--- src/rtl/phase_seq_ctrl.sv ---
// Phase sequencer controller: steps a downstream IDLE->S1->S2->IDLE FSM through
// repeated S1/S2 dwell runs, with abort handling and one-shot en pulses.
module phase_seq_ctrl #(
  parameter int unsigned CNT_W = 8
) (
  input  logic             clk,
  input  logic             rst_n,
  input  logic             start,
  input  logic             abort,
  input  logic [CNT_W-1:0] dwell_s1,
  input  logic [CNT_W-1:0] dwell_s2,
  input  logic [3:0]       rep,
  output logic             en,
  output logic [1:0]       phase,
  output logic             busy,
  output logic             done,
  output logic             aborted
);

  typedef enum logic [1:0] {StIdle, StS1, StS2, StWrap} state_e;

  localparam logic [1:0] PhIdle = 2'b00;
  localparam logic [1:0] PhS1   = 2'b01;
  localparam logic [1:0] PhS2   = 2'b10;

  state_e           state_q;
  logic [CNT_W-1:0] cnt_q;
  logic [CNT_W-1:0] cfg_s1_q;
  logic [CNT_W-1:0] cfg_s2_q;
  logic [3:0]       runs_q;
  logic             abort_pend_q;

  logic [CNT_W-1:0] s1_last_cnt;
  logic [CNT_W-1:0] s2_last_cnt;
  logic             s1_last;
  logic             s2_last;

  // Final count value of each phase; a dwell of 0 behaves as a dwell of 1.
  always_comb begin
    s1_last_cnt = (cfg_s1_q == '0) ? '0 : cfg_s1_q - CNT_W'(1);
    s2_last_cnt = (cfg_s2_q == '0) ? '0 : cfg_s2_q - CNT_W'(1);
    s1_last     = (cnt_q == s1_last_cnt);
    s2_last     = (cnt_q == s2_last_cnt);
  end

  assign busy = (state_q != StIdle);

  // Controller FSM with registered en/phase/done/aborted.
  always_ff @(posedge clk or negedge rst_n) begin
    if (!rst_n) begin
      state_q      <= StIdle;
      cnt_q        <= '0;
      cfg_s1_q     <= '0;
      cfg_s2_q     <= '0;
      runs_q       <= '0;
      abort_pend_q <= 1'b0;
      en           <= 1'b0;
      phase        <= PhIdle;
      done         <= 1'b0;
      aborted      <= 1'b0;
    end else begin
      en      <= 1'b0;
      done    <= 1'b0;
      aborted <= 1'b0;
      unique case (state_q)
        StIdle: begin
          // abort is not looked at here, so start always wins.
          if (start) begin
            cfg_s1_q <= dwell_s1;
            cfg_s2_q <= dwell_s2;
            runs_q   <= rep;
            cnt_q    <= '0;
            state_q  <= StS1;
            en       <= 1'b1;
            phase    <= PhS1;
          end
        end
        StS1: begin
          if (abort || s1_last) begin
            cnt_q   <= '0;
            state_q <= StS2;
            en      <= 1'b1;
            phase   <= PhS2;
            if (abort) begin
              // Downstream must still pass through S2 before reaching IDLE.
              abort_pend_q <= 1'b1;
              runs_q       <= '0;
            end
          end else begin
            cnt_q <= cnt_q + CNT_W'(1);
          end
        end
        StS2: begin
          if (abort_pend_q || abort) begin
            cnt_q        <= '0;
            runs_q       <= '0;
            abort_pend_q <= 1'b0;
            state_q      <= StIdle;
            en           <= 1'b1;
            phase        <= PhIdle;
            aborted      <= 1'b1;
          end else if (s2_last) begin
            cnt_q <= '0;
            en    <= 1'b1;
            phase <= PhIdle;
            if (runs_q != '0) begin
              runs_q  <= runs_q - 4'd1;
              state_q <= StWrap;
            end else begin
              state_q <= StIdle;
              done    <= 1'b1;
            end
          end else begin
            cnt_q <= cnt_q + CNT_W'(1);
          end
        end
        StWrap: begin
          if (abort) begin
            // Downstream already stepped back to IDLE on entry to WRAP: no pulse.
            runs_q       <= '0;
            abort_pend_q <= 1'b0;
            state_q      <= StIdle;
            aborted      <= 1'b1;
          end else begin
            cnt_q   <= '0;
            state_q <= StS1;
            en      <= 1'b1;
            phase   <= PhS1;
          end
        end
        default: state_q <= StIdle;
      endcase
    end
  end

endmodule

--- config.mk ---
export PLATFORM = sky130hd
export DESIGN_NAME = phase_seq_ctrl
export DESIGN_NICKNAME = d
export VERILOG_FILES = /design/src/rtl/phase_seq_ctrl.sv
export SDC_FILE = /design/constraint.sdc
export NUM_CORES = 1
export LEC_CHECK = 0
export ABC_CLOCK_PERIOD_IN_PS = 2700
export CORE_MARGIN = 4
export CORE_UTILIZATION = 51
export CTS_CLUSTER_DIAMETER = 100
export DETAILED_ROUTE_END_ITERATION = 7
export GPL_ROUTABILITY_DRIVEN = 0
export PLACE_DENSITY_LB_ADDON = 0.05
export SLEW_MARGIN = 5
export SYNTH_ARGS = -nofsm -noshare
export SYNTH_HDL_FRONTEND = slang
export SYNTH_SLANG_ARGS = --single-unit
--- constraint.sdc ---
create_clock -name clk -period 2.7 [get_ports clk]
set_clock_uncertainty 0.05 [all_clocks]
set_input_delay 0.27 -clock clk [delete_from_list [all_inputs] [get_ports clk]]
set_output_delay 0.27 -clock clk [all_outputs]
set_load 0.05 [all_outputs]
Yosys cells after proc, flatten, opt, wreduce, memory -nomap -nowiden
Cells that the tools add are included.
{ "classes": {"addsub": 4, "n_eq_ne": 13, "muxes": 44, "n_reduce_logical": 14} }
{ "ops": {"columns": ["op", "count"], "rows": [
  ["$mux 8", 7],
  ["$pmux 8 s4", 1],
  ["$mux 4", 6],
  ["$eq 8x8->1", 2],
  ["$logic_not 8->1", 2],
  ["$mux 1", 16],
  ["$mux 2", 8],
  ["$pmux 2 s4", 2],
  ["$pmux 4 s4", 1],
  ["$sub 8x1->8 const B", 2],
  ["$ne 2x2->1 const B", 6],
  ["$add 8x1->8 const B", 1],
  ["$reduce_and 4->1", 2],
  ["$ne 3x3->1 const B", 2],
  ["$reduce_and 5->1", 1],
  ["$eq 2x2->1 const B", 2],
  ["$pmux 1 s4", 1],
  ["$reduce_and 2->1", 2],
  ["$reduce_bool 4->1", 1],
  ["$sub 4x1->4 const B", 1],
  ["$pmux 1 s3", 1],
  ["$reduce_and 3->1", 1],
  ["$reduce_bool 3->1", 1],
  ["$eq 2x1->1 const B", 1],
  ["other kinds (4)", 5]
]} }
{ "totals": {"register_bits": 36, "in_bits": 24, "out_inout_bits": 6, "wordCells": 85} }

Depth between registers and ports, before layout
Gate-level depths: netlist of run 1.
{ "depth": {"ltp_word": 6, "depth_mapped": 10, "depth_no_buf": 9} }

Least setup slack after synthesis of run 1
No wires, ideal clock.
{ "synth_path": {"path_kind": "reg2reg", "from": "reg cfg_s2_q[0]", "to": "reg phase[0]", "arrival_ns": 2.432, "required_ns": 2.522, "setup_slack_ns": 0.091, "stages_incl_launch_ff": 11, "synth_period_minus_slack_ns": 2.609, "cell_sequence": "dfrtp_1 -> inv_1 -> ha_1 -> or3b_2 -> o31ai_1 -> and3_1 -> a211oi_1 -> and4_1 -> buf_4 -> o211ai_2 -> mux2_1"} }
{ "synth_via": {"elab_chain_len": 5, "word_cells_on_any_way": 6, "classes_between": "add/sub (1); eq/ne (2); mux (1); reduce/logical (2)"} }
{ "synth_lines": {"columns": ["item", "line", "rtl"], "rows": [
  ["from (decl)", "29", "logic [CNT_W-1:0] cfg_s2_q;"],
  ["from (signal assigned)", "70", "cfg_s2_q <= dwell_s2;"],
  ["$sub 8x1->8 / $logic_not 8->1 (equally long branches)", "41", "s2_last_cnt = (cfg_s2_q == '0) ? '0 : cfg_s2_q - CNT_W'(1);"],
  ["$mux 8 *", "41", null],
  ["$eq 8x8->1 *", "43", "s2_last = (cnt_q == s2_last_cnt);"],
  ["$ne 3x3->1 (no source line) *", null, null],
  ["$reduce_and 4->1 (no source line) *", null, null],
  ["to (signal assigned)", "58", "phase <= PhIdle;"],
  ["to (signal assigned)", "75", "phase <= PhS1;"],
  ["to (signal assigned)", "83", "phase <= PhS2;"],
  ["to (decl)", "14", "output logic [1:0] phase,"]
]} }
Every way passes the cells marked *; elsewhere a longest branch is shown, timed or not.
A chain may end at the register's enable or synchronous reset.

Final worst setup path of run 1
{ "layout_path": {"from": "reg cfg_s1_q[1]", "to": "reg cnt_q[2]"} }
{ "layout_via": {"elab_chain_len": 6, "word_cells_on_any_way": 7, "classes_between": "add/sub (1); eq/ne (1); mux (3); reduce/logical (2)"} }
{ "layout_lines": {"columns": ["item", "line", "rtl"], "rows": [
  ["from (decl)", "28", "logic [CNT_W-1:0] cfg_s1_q;"],
  ["from (signal assigned)", "69", "cfg_s1_q <= dwell_s1;"],
  ["$sub 8x1->8 / $logic_not 8->1 (equally long branches)", "40", "s1_last_cnt = (cfg_s1_q == '0) ? '0 : cfg_s1_q - CNT_W'(1);"],
  ["$mux 8 *", "40", null],
  ["$eq 8x8->1 *", "42", "s1_last = (cnt_q == s1_last_cnt);"],
  ["$logic_or 1x1->1 *", "79", "if (abort || s1_last) begin"],
  ["$mux 8 *", "79", null],
  ["$pmux 8 s4 *", "65", "unique case (state_q)"],
  ["to (signal assigned)", "90", "cnt_q <= cnt_q + CNT_W'(1);"],
  ["to (signal assigned)", "114", "cnt_q <= cnt_q + CNT_W'(1);"],
  ["to (decl)", "27", "logic [CNT_W-1:0] cnt_q;"]
]} }
Marks and branches as above.

==> results of run 1 <==
-- final timing paths --
path / from / cells past startpoint / to
worst min register to register: phase[1]$_DFFE_PN0P_ / 1 / phase[1]$_DFFE_PN0P_
worst max register to register: cfg_s1_q[1]$_DFFE_PN0P_ / 11 / cnt_q[2]$_DFFE_PN0P_
max in group asynchronous: rst_n / 1 / cfg_s2_q[1]$_DFFE_PN0P_
worst max-delay path: cfg_s1_q[1]$_DFFE_PN0P_ / 11 / cnt_q[2]$_DFFE_PN0P_
worst min-delay path: rst_n / 1 / cfg_s2_q[2]$_DFFE_PN0P_
min in group clk: phase[1]$_DFFE_PN0P_ / 1 / phase[1]$_DFFE_PN0P_
-- layout make-up --
cell class / instances / area (µm²) / area share
inverter: 17 / 63.81 / 0.01855
clock buffer: 8 / 90.09 / 0.02619
multi-input combinational: 222 / 1804 / 0.5246
tap: 70 / 87.58 / 0.02546
timing repair buffer: 55 / 491.7 / 0.1430
sequential: 36 / 902.1 / 0.2623
-- sequential cells by signal (all words and copies together) (netlist names) --
signal / cells
cfg_s2_q: 8
runs_q: 4
cnt_q: 8
aborted: 1
cfg_s1_q: 8
done: 1
phase: 2
state_q: 2
abort_pend_q: 1
en: 1
-- synthesized netlist by cell type, types with 2 or more instances --
library cell | number | share of area
a2111oi_0 | 2 | 0.0065
a211oi_1 | 2 | 0.0056
a21boi_0 | 2 | 0.0056
a21oi_1 | 14 | 0.026
a311oi_1 | 2 | 0.0065
a32o_1 | 2 | 0.0075
a32oi_1 | 2 | 0.0065
and2_1 | 3 | 0.0070
and3_1 | 4 | 0.0093
buf_4 | 2 | 0.0056
clkbuf_1 | 4 | 0.0056
clkbuf_8 | 2 | 0.010
dfrtp_1 | 36 | 0.34
ha_1 | 10 | 0.047
inv_1 | 17 | 0.024
mux2_1 | 2 | 0.0084
mux2_2 | 17 | 0.071
mux2i_1 | 4 | 0.015
nand2_1 | 21 | 0.029
nand2b_1 | 3 | 0.0070
nand3_1 | 6 | 0.011
nand4_1 | 3 | 0.0070
nor2_1 | 18 | 0.025
nor2b_1 | 3 | 0.0070
nor3_1 | 14 | 0.026
nor3b_1 | 5 | 0.014
nor4_1 | 3 | 0.0070
o2111ai_1 | 2 | 0.0065
o211a_1 | 2 | 0.0075
o211ai_2 | 3 | 0.014
o21a_1 | 3 | 0.0084
o21ai_0 | 16 | 0.030
o21ai_1 | 2 | 0.0037
o22ai_1 | 3 | 0.0070
o2bb2ai_1 | 3 | 0.0098
o31ai_1 | 4 | 0.011
or3_1 | 5 | 0.012
or3b_2 | 2 | 0.0065
or4_1 | 2 | 0.0056
or4_4 | 2 | 0.0084
xor2_1 | 6 | 0.020
-- routing by layer --
metal	GRT usage	vias up	share of wire
met5	0	-	0
met3	0.03475	8	0.028
met2	0.3551	37	0.50
li1	-	1171	-
met4	0.05068	0	0.011
met1	0.2874	1158	0.46
-- where the power goes --
part,switching [mW],internal (mW),leakage [nW]
clock network,0.188,0.208,0.0455
registers,0.268,0.745,0.452
logic,1.26,1.16,0.926
total,1.71,2.11,1.42
-- kinds of logic after synthesis --
kind of cell,count (synthesis),share of synthesized area
AOI/OAI and AO/OA,75,0.2086
xor gates and xnor gates,8,0.03126
adders and majority gates,10,0.04666
buffers and inverters,29,0.05692
DFF,36,0.3360
muxes,24,0.1003
and+or+nand+nor,105,0.2203
-- through the flow --
| step | area (µm²) | total power, mW | hold WS, ns | worst slack [ns] |
|---|---|---|---|---|
| floorplan | 2681 | 2.474 | -0.07559 | 0.09082 |
| global placement | 3146 | 3.059 | 0.3644 | -0.02071 |
| global route | 3440 | 4.107 | 0.09580 | -0.1386 |
| detailed placement | 3146 | 3.101 | 0.3703 | -0.05759 |
| CTS | 3316 | 3.634 | 0.05823 | 0.001592 |
| finish | 3440 | 3.823 | 0.03178 | -0.02899 |
-- cells in the final DEF (no fill, tap or decap), types with 10 or more instances in the layout --
cell type | synthesis | final
nor2_1 | 18 | 17
mux2_2 | 17 | 17
nor3_1 | 14 | 10
clkdlybuf4s50_1 | 0 | 28
a21oi_1 | 14 | 11
o21ai_0 | 16 | 11
dfrtp_1 | 36 | 35
buf_4 | 2 | 23
inv_1 | 17 | 16
nand2_1 | 21 | 20
-- repair_timing --
action	in CTS	in global routing
gates resized for setup	19	26
pin swaps	5	12
buffers inserted	0	2
endpoints found under the setup margin	12	17
==> metrics, run 1 <==
average wire per standard cell about 16 µm; Fmax roughly 370 MHz; post-synthesis cell type count 70; antenna violations before repair 0; remaining global-route overflow 0; Required @ worst endpoint 2.80 ns; crit path DAT 2.83 ns; Max Slew Vio Count 0; kind of critical path reg -> reg; CP Max Fanout 7; CP startpoint kind flip-flop; CTS tree done; count of input and output buffers 29; Worst path slowest cell or4_1; DRT Pass-1 Iters 4; final wirelength 6.479 mm; Sink Count 36; initial DRC count approximately 160; diode count 0; GRT Total Usage 0.2129; drt drc 0; Final WS setup -0.02899 ns; die height approximately 81 µm; CP cell instances inv_2 -> ha_4 -> buf_6 -> nor3b_1 -> or4_1 -> nand3_2 -> o211ai_2 -> o311ai_4 -> buf_4 -> a2bb2oi_4 -> o22ai_1; hpwl dp 4.688 mm; Max IR drop VDD between 600 and 700 µV; starting density of the core 0.5250; Final Setup Violations 5; Core Box Area approximately 5100 µm²; Final Hold Vio Count 0; Clock transition at path regs approximately 0.07 ns; failing checks negative setup slack; Max clock buf depth 2; Tmin final 2.729 ns; Yosys Warn Count 0; vias in the first global route about 2400; Top FF cell, synth dfrtp_1; Placed Instances around 400; synth-to-layout area growth 28.28%; syn_nets roughly 320; Max Cap Violations 0; max incr delay on CP around 0.5 ns; Final Cycle Share 1.011; CP Buf/Inv Count 3; share of post-route cells with drive strength above 1 0.2811; final core occ 0.6734; # rows 26; Clk Latency, worst-skew pair approximately 0.28 ns; syn avg cell area between 9 and 10 µm²; Post-Layout Cell Count around 410; die footprint roughly 6500 µm²; status finished with violations; first-pass GRT wire length around 11 mm; Critical Path End Type flip-flop; Fill cells about 430; post-synthesis cell count 287; Final #Nets 371; asr flop ratio synth 1.000; unrepaired setup endpoints after global routing yes; vias per inst 5.819; static leakage 1.423 nW; Seq cells post-synth 36; Reg2Reg Setup Slack -0.03 ns; depth of the CTS H-tree 2; Rel. slew slack 0.4485; Hold Crit Class in -> async; post-route ant nets 0; Ports 30; Die X roughly 81 µm; crit-path leading delay family compound AO/OA/AOI/OAI gates; setup TNS -0.03937 ns; Root Driver clkbuf_8; hold buffers post-CTS 0; worst slew pin tran 0.8273 ns; sequential share of the synthesized area 0.3360; CTS Buf Count 5; pwr/cell area roughly 1100 nW/µm²; vias about 2400; Post-synth EDFFs 0; largest net degree at the start of global routing 37; area of the mapped netlist between 2000 and 3000 µm²
(Power assumes the default switching activity.)
==> inputs of run 2 (changes only) <==
MAX_ROUTING_LAYER = met4   (was default)
==> run 2 against run 1 <==
Net effect: the flow still finishes with violations (negative setup slack); register-to-register slack about the same; first-iteration DRC count up 1.3%; final cell count unchanged; count of clock-buffer cells in the layout unchanged; via count down 0.80%; clock power about the same; design area unchanged; sequential cell count unchanged; fmax about the same.
==> metrics, run 2 (synthesis gave the netlist of run 1 again) <==
Clock transition at path regs approximately 0.07 ns; Max Cap Violations 0; CP cell instances inv_2 -> ha_4 -> buf_6 -> nor3b_1 -> or4_1 -> nand3_2 -> o211ai_2 -> o311ai_4 -> buf_4 -> a2bb2oi_4 -> o22ai_1; Final WS setup -0.03096 ns; DP Worst Slack -0.05759 ns; CP Max Fanout 7; Fmax between 300 and 400 MHz; count of input and output buffers 29; CP startpoint kind flip-flop; starting density of the core 0.5250; vias roughly 2400; Die X a little over 80 µm; largest registers cfg_s1_q (8), cfg_s2_q (8), cnt_q (8); status finished with violations; Rel. slew slack 0.4491; overall power 3.823 mW; CTS Buf Count 5; share of post-route cells with drive strength above 1 0.2811; Worst path slowest cell or4_1; vias per inst between 5 and 6; average wire per standard cell approximately 16 µm; most frequent cells in the layout dfrtp_1 (35), clkdlybuf4s50_1 (28), buf_4 (23); Placed Instances ~400; CP Buf/Inv Count 3; Max IR drop VDD about 620 µV; crit-path leading delay family compound AO/OA/AOI/OAI gates; antenna violations before repair 0; hold buffers post-CTS 0; Post-Layout Cell Count just over 400; synth-to-layout area growth 28.28%; max incr delay on CP 0.50 ns; Critical Path End Type flip-flop; largest net degree at the start of global routing 37; kind of critical path reg -> reg; Tmin final between 2 and 3 ns; die footprint around 6500 µm²; Root Driver clkbuf_8; worst slew pin tran 0.8263 ns; crit path DAT about 2.8 ns; Max Slew Vio Count 0; pwr/cell area around 1100 nW/µm²; CTS tree done; Final Cell Area between 3000 and 4000 µm²; static leakage 1.423 nW; Ports 30; drt drc 0; Final Cycle Share 1.011; commonest non-fill, non-tap cell in the layout dfrtp_1; GRT Total Usage 0.2188; hpwl dp ~4.7 mm; final core occ 0.6734; Fill cells 433; Hold Crit Class in -> async; WHS ~0.031 ns; Clk Latency, worst-skew pair about 0.28 ns; setup TNS -0.05326 ns; Reg2Reg Setup Slack -0.03 ns; remaining global-route overflow 0; # rows 26; Max clock buf depth 2; vias in the first global route approximately 2400; Placed Area 3146 µm²; first-pass GRT wire length ~11 mm; post-route ant nets 0; depth of the CTS H-tree 2; diode count 0; Sink Count 36; DRT Pass-1 Iters 4; final wirelength approximately 6.5 mm; unrepaired setup endpoints after global routing yes; failing checks negative setup slack; Final #Nets approximately 370; Core Box Area ~5100 µm²; Required @ worst endpoint ~2.8 ns; die height about 80 µm; initial DRC count about 160; Final Setup Violations 6; Final Hold Vio Count 0
-- run 2: repair_timing --
action	in CTS	in global routing
setup endpoints to repair	12	17
hold endpoints to repair	0	0
pin swaps	5	12
gates resized for setup	19	26
setup buffers	0	2
gates cloned	0	0
-- run 2: area by class of cell --
type,instances,area (µm²),area share
sequential,36,902.1,0.2623
clock buffer,8,90.09,0.02619
timing repair buffer,55,491.7,0.1430
tap,70,87.58,0.02546
inverter,17,63.81,0.01855
multi-input combinational,222,1804,0.5246
-- run 2: power by group --
group          switching, mW  internal [mW]
Sequential             0.268          0.745
Clock                  0.187          0.208
Combinational           1.26           1.16
Total                   1.71           2.11
-- run 2: final timing paths --
check | cells past startpoint | startpoint | end
min reg2reg | 1 | phase[1]$_DFFE_PN0P_ | phase[1]$_DFFE_PN0P_
max | 11 | cfg_s1_q[1]$_DFFE_PN0P_ | cnt_q[2]$_DFFE_PN0P_
min | 1 | rst_n | cfg_s2_q[2]$_DFFE_PN0P_
min in group clk | 1 | phase[1]$_DFFE_PN0P_ | phase[1]$_DFFE_PN0P_
max in group asynchronous | 1 | rst_n | cfg_s2_q[1]$_DFFE_PN0P_
max reg2reg | 11 | cfg_s1_q[1]$_DFFE_PN0P_ | cnt_q[2]$_DFFE_PN0P_
-- run 2: layer usage --
layer | vias to the layer above | share of wire | global-route usage
met5 | - | 0 | -
met4 | 0 | 0.0089 | 0.05068
met3 | 6 | 0.034 | 0.03475
met2 | 40 | 0.50 | 0.3551
met1 | 1138 | 0.45 | 0.2881
li1 | 1171 | - | -
==> inputs of run 3 (changes only) <==
CAP_MARGIN = 25   (was default)
CORE_ASPECT_RATIO = 1.5   (was default)
HOLD_SLACK_MARGIN = 0.15   (was default)
==> run 3 against run 2 <==
Net effect: the run now ends clean; utilization rose by 1.7 points; critical endpoint is now phase[0]$_DFFE_PN0P_; setup slack gained 0.080 ns; non-clock buffer count increased by 9; count of clock-buffer cells in the layout fell by 1; sequential cell count did not move; clock power rose by 5.3%; largest cell class unchanged; design area increased by 2.9%.
==> metrics, run 3 (synthesis gave the netlist of run 1 again) <==
vias per inst slightly below 6; CP startpoint kind flip-flop; Final WS setup between 0.04 and 0.05 ns; remaining global-route overflow 0; vias in the first global route between 2000 and 2500; commonest non-fill, non-tap cell in the layout dfrtp_1; Reg2Reg Setup Slack just under 0.05 ns; CP cell instances buf_6 -> or2_4 -> or4_2 -> and4_4 -> o221ai_4 -> o311ai_4 -> buf_4 -> o211ai_4 -> mux2_4; CP Capture Point phase[0]$_DFFE_PN0P_; Root Driver clkbuf_8; Fmax 377.2 MHz; Clock transition at path regs roughly 0.070 ns; final core occ 0.6904; most frequent cells in the layout dfrtp_1 (35), buf_4 (30), clkdlybuf4s50_1 (28); die height just under 100 µm; average wire per standard cell 16.15 µm; hpwl dp around 4.7 mm; CP Max Fanout 5; max incr delay on CP 0.61 ns; CTS tree done; count of input and output buffers 29; largest registers cfg_s1_q (8), cfg_s2_q (8), cnt_q (8); first-pass GRT wire length roughly 11 mm; final wirelength approximately 6.7 mm; unrepaired setup endpoints after global routing yes; worst r2r src cfg_s1_q[0]$_DFFE_PN0P_; GRT Total Usage 0.2108; Final Setup Violations 0; pwr/cell area around 1100 nW/µm²; depth of the CTS H-tree 2; Worst path slowest cell or4_2; Core Box Area 5125 µm²; Max Cap Violations 0; Clk Latency, worst-skew pair between 0.2 and 0.3 ns; largest net degree at the start of global routing 37; vias around 2500; CTS Buf Count 5; die footprint 6506 µm²; Worst R2R Path Depth 9; Die X between 60 and 70 µm; Tmin final 2.651 ns; Final #Nets 380; drt drc 0; Rel. slew slack 0.4478; static leakage between 1 and 1.5 nW; diode count 0; Sink Count 36; hold path startpoint phase[1]$_DFFE_PN0P_; DRT Pass-1 Iters 4; Critical Path End Type flip-flop; post-route ant nets 0; share of post-route cells with drive strength above 1 0.3092; kind of critical path reg -> reg; Ports 30; Critical Path Start cfg_s1_q[0]$_DFFE_PN0P_; Max Slew Vio Count 0; DP Worst Slack -0.05615 ns; starting density of the core 0.5232; reg2reg end phase[0]$_DFFE_PN0P_; Final Hold Vio Count 0; Final Cycle Share 0.9819; initial DRC count 104; CP Buf/Inv Count 2; crit-path leading delay family simple AND/OR/NAND/NOR gates; crit path DAT approximately 2.8 ns; Placed Instances 398; Max clock buf depth 2; Required @ worst endpoint approximately 2.8 ns; worst slew pin tran roughly 0.83 ns; status completed; WHS a little under 0.5 ns; antenna violations before repair 0; Max IR drop VDD a little under 600 µV; Post-Layout Cell Count between 400 and 500; synth-to-layout area growth 31.96%; # rows 32; Worst path depth 9; Hold Crit Class reg -> reg
## run 3: through the flow
| step | cell area [µm²] | total power, mW | setup TNS, ns |
|---|---|---|---|
| global route | 3538 | 4.266 | -0.3465 |
| CTS | 3297 | 3.604 | 0 |
| global placement | 3158 | 3.079 | -0.02107 |
| detailed placement | 3158 | 3.127 | -0.2895 |
| finish | 3538 | 3.975 | 0 |
| floorplan | 2681 | 2.474 | 0 |
## run 3: layout make-up
cell class / instances / area (µm²)
fill: 434 / 1587
sequential: 36 / 902.1
timing repair buffer: 64 / 565.5
multi-input combinational: 222 / 1826
inverter: 17 / 63.81
clock buffer: 7 / 96.34
tap: 68 / 85.08
## run 3: what timing repair did
item                                   4_1_cts  5_1_grt
endpoints found under the hold margin       36        0
pin swaps                                    3       15
hold buffers                                 1        0
setup endpoints to repair                   14       17
gates resized for setup                      8       43
buffers inserted                             0        8
## run 3: how the worst min path moves through the flow
stage	end	slack, ns	cells past startpoint
finish	phase[1]$_DFFE_PN0P_	0.48	1
global route	phase[1]$_DFFE_PN0P_	0.50	1
CTS	phase[1]$_DFFE_PN0P_	0.47	1
detailed placement	done$_DFF_PN0_	0.37	1
global placement	runs_q[0]$_DFFE_PN0P_	0.37	1
floorplan	abort_pend_q$_DFFE_PN0P_	-0.08	0
## run 3: routing by layer
layer | vias to the layer above | track usage | routed length, µm
met4 | 0 | 0.06250 | 102
met2 | 63 | 0.3667 | 3648
li1 | 1190 | - | -
met3 | 9 | 0.03252 | 235
met1 | 1205 | 0.2422 | 2701
met5 | - | - | 0
## run 3: power breakdown
group	total, mW	internal (mW)	switching, mW	leakage (nW)
registers	1.04	0.745	0.299	0.452
logic	2.52	1.25	1.26	0.970
clock network	0.416	0.227	0.188	0.0503
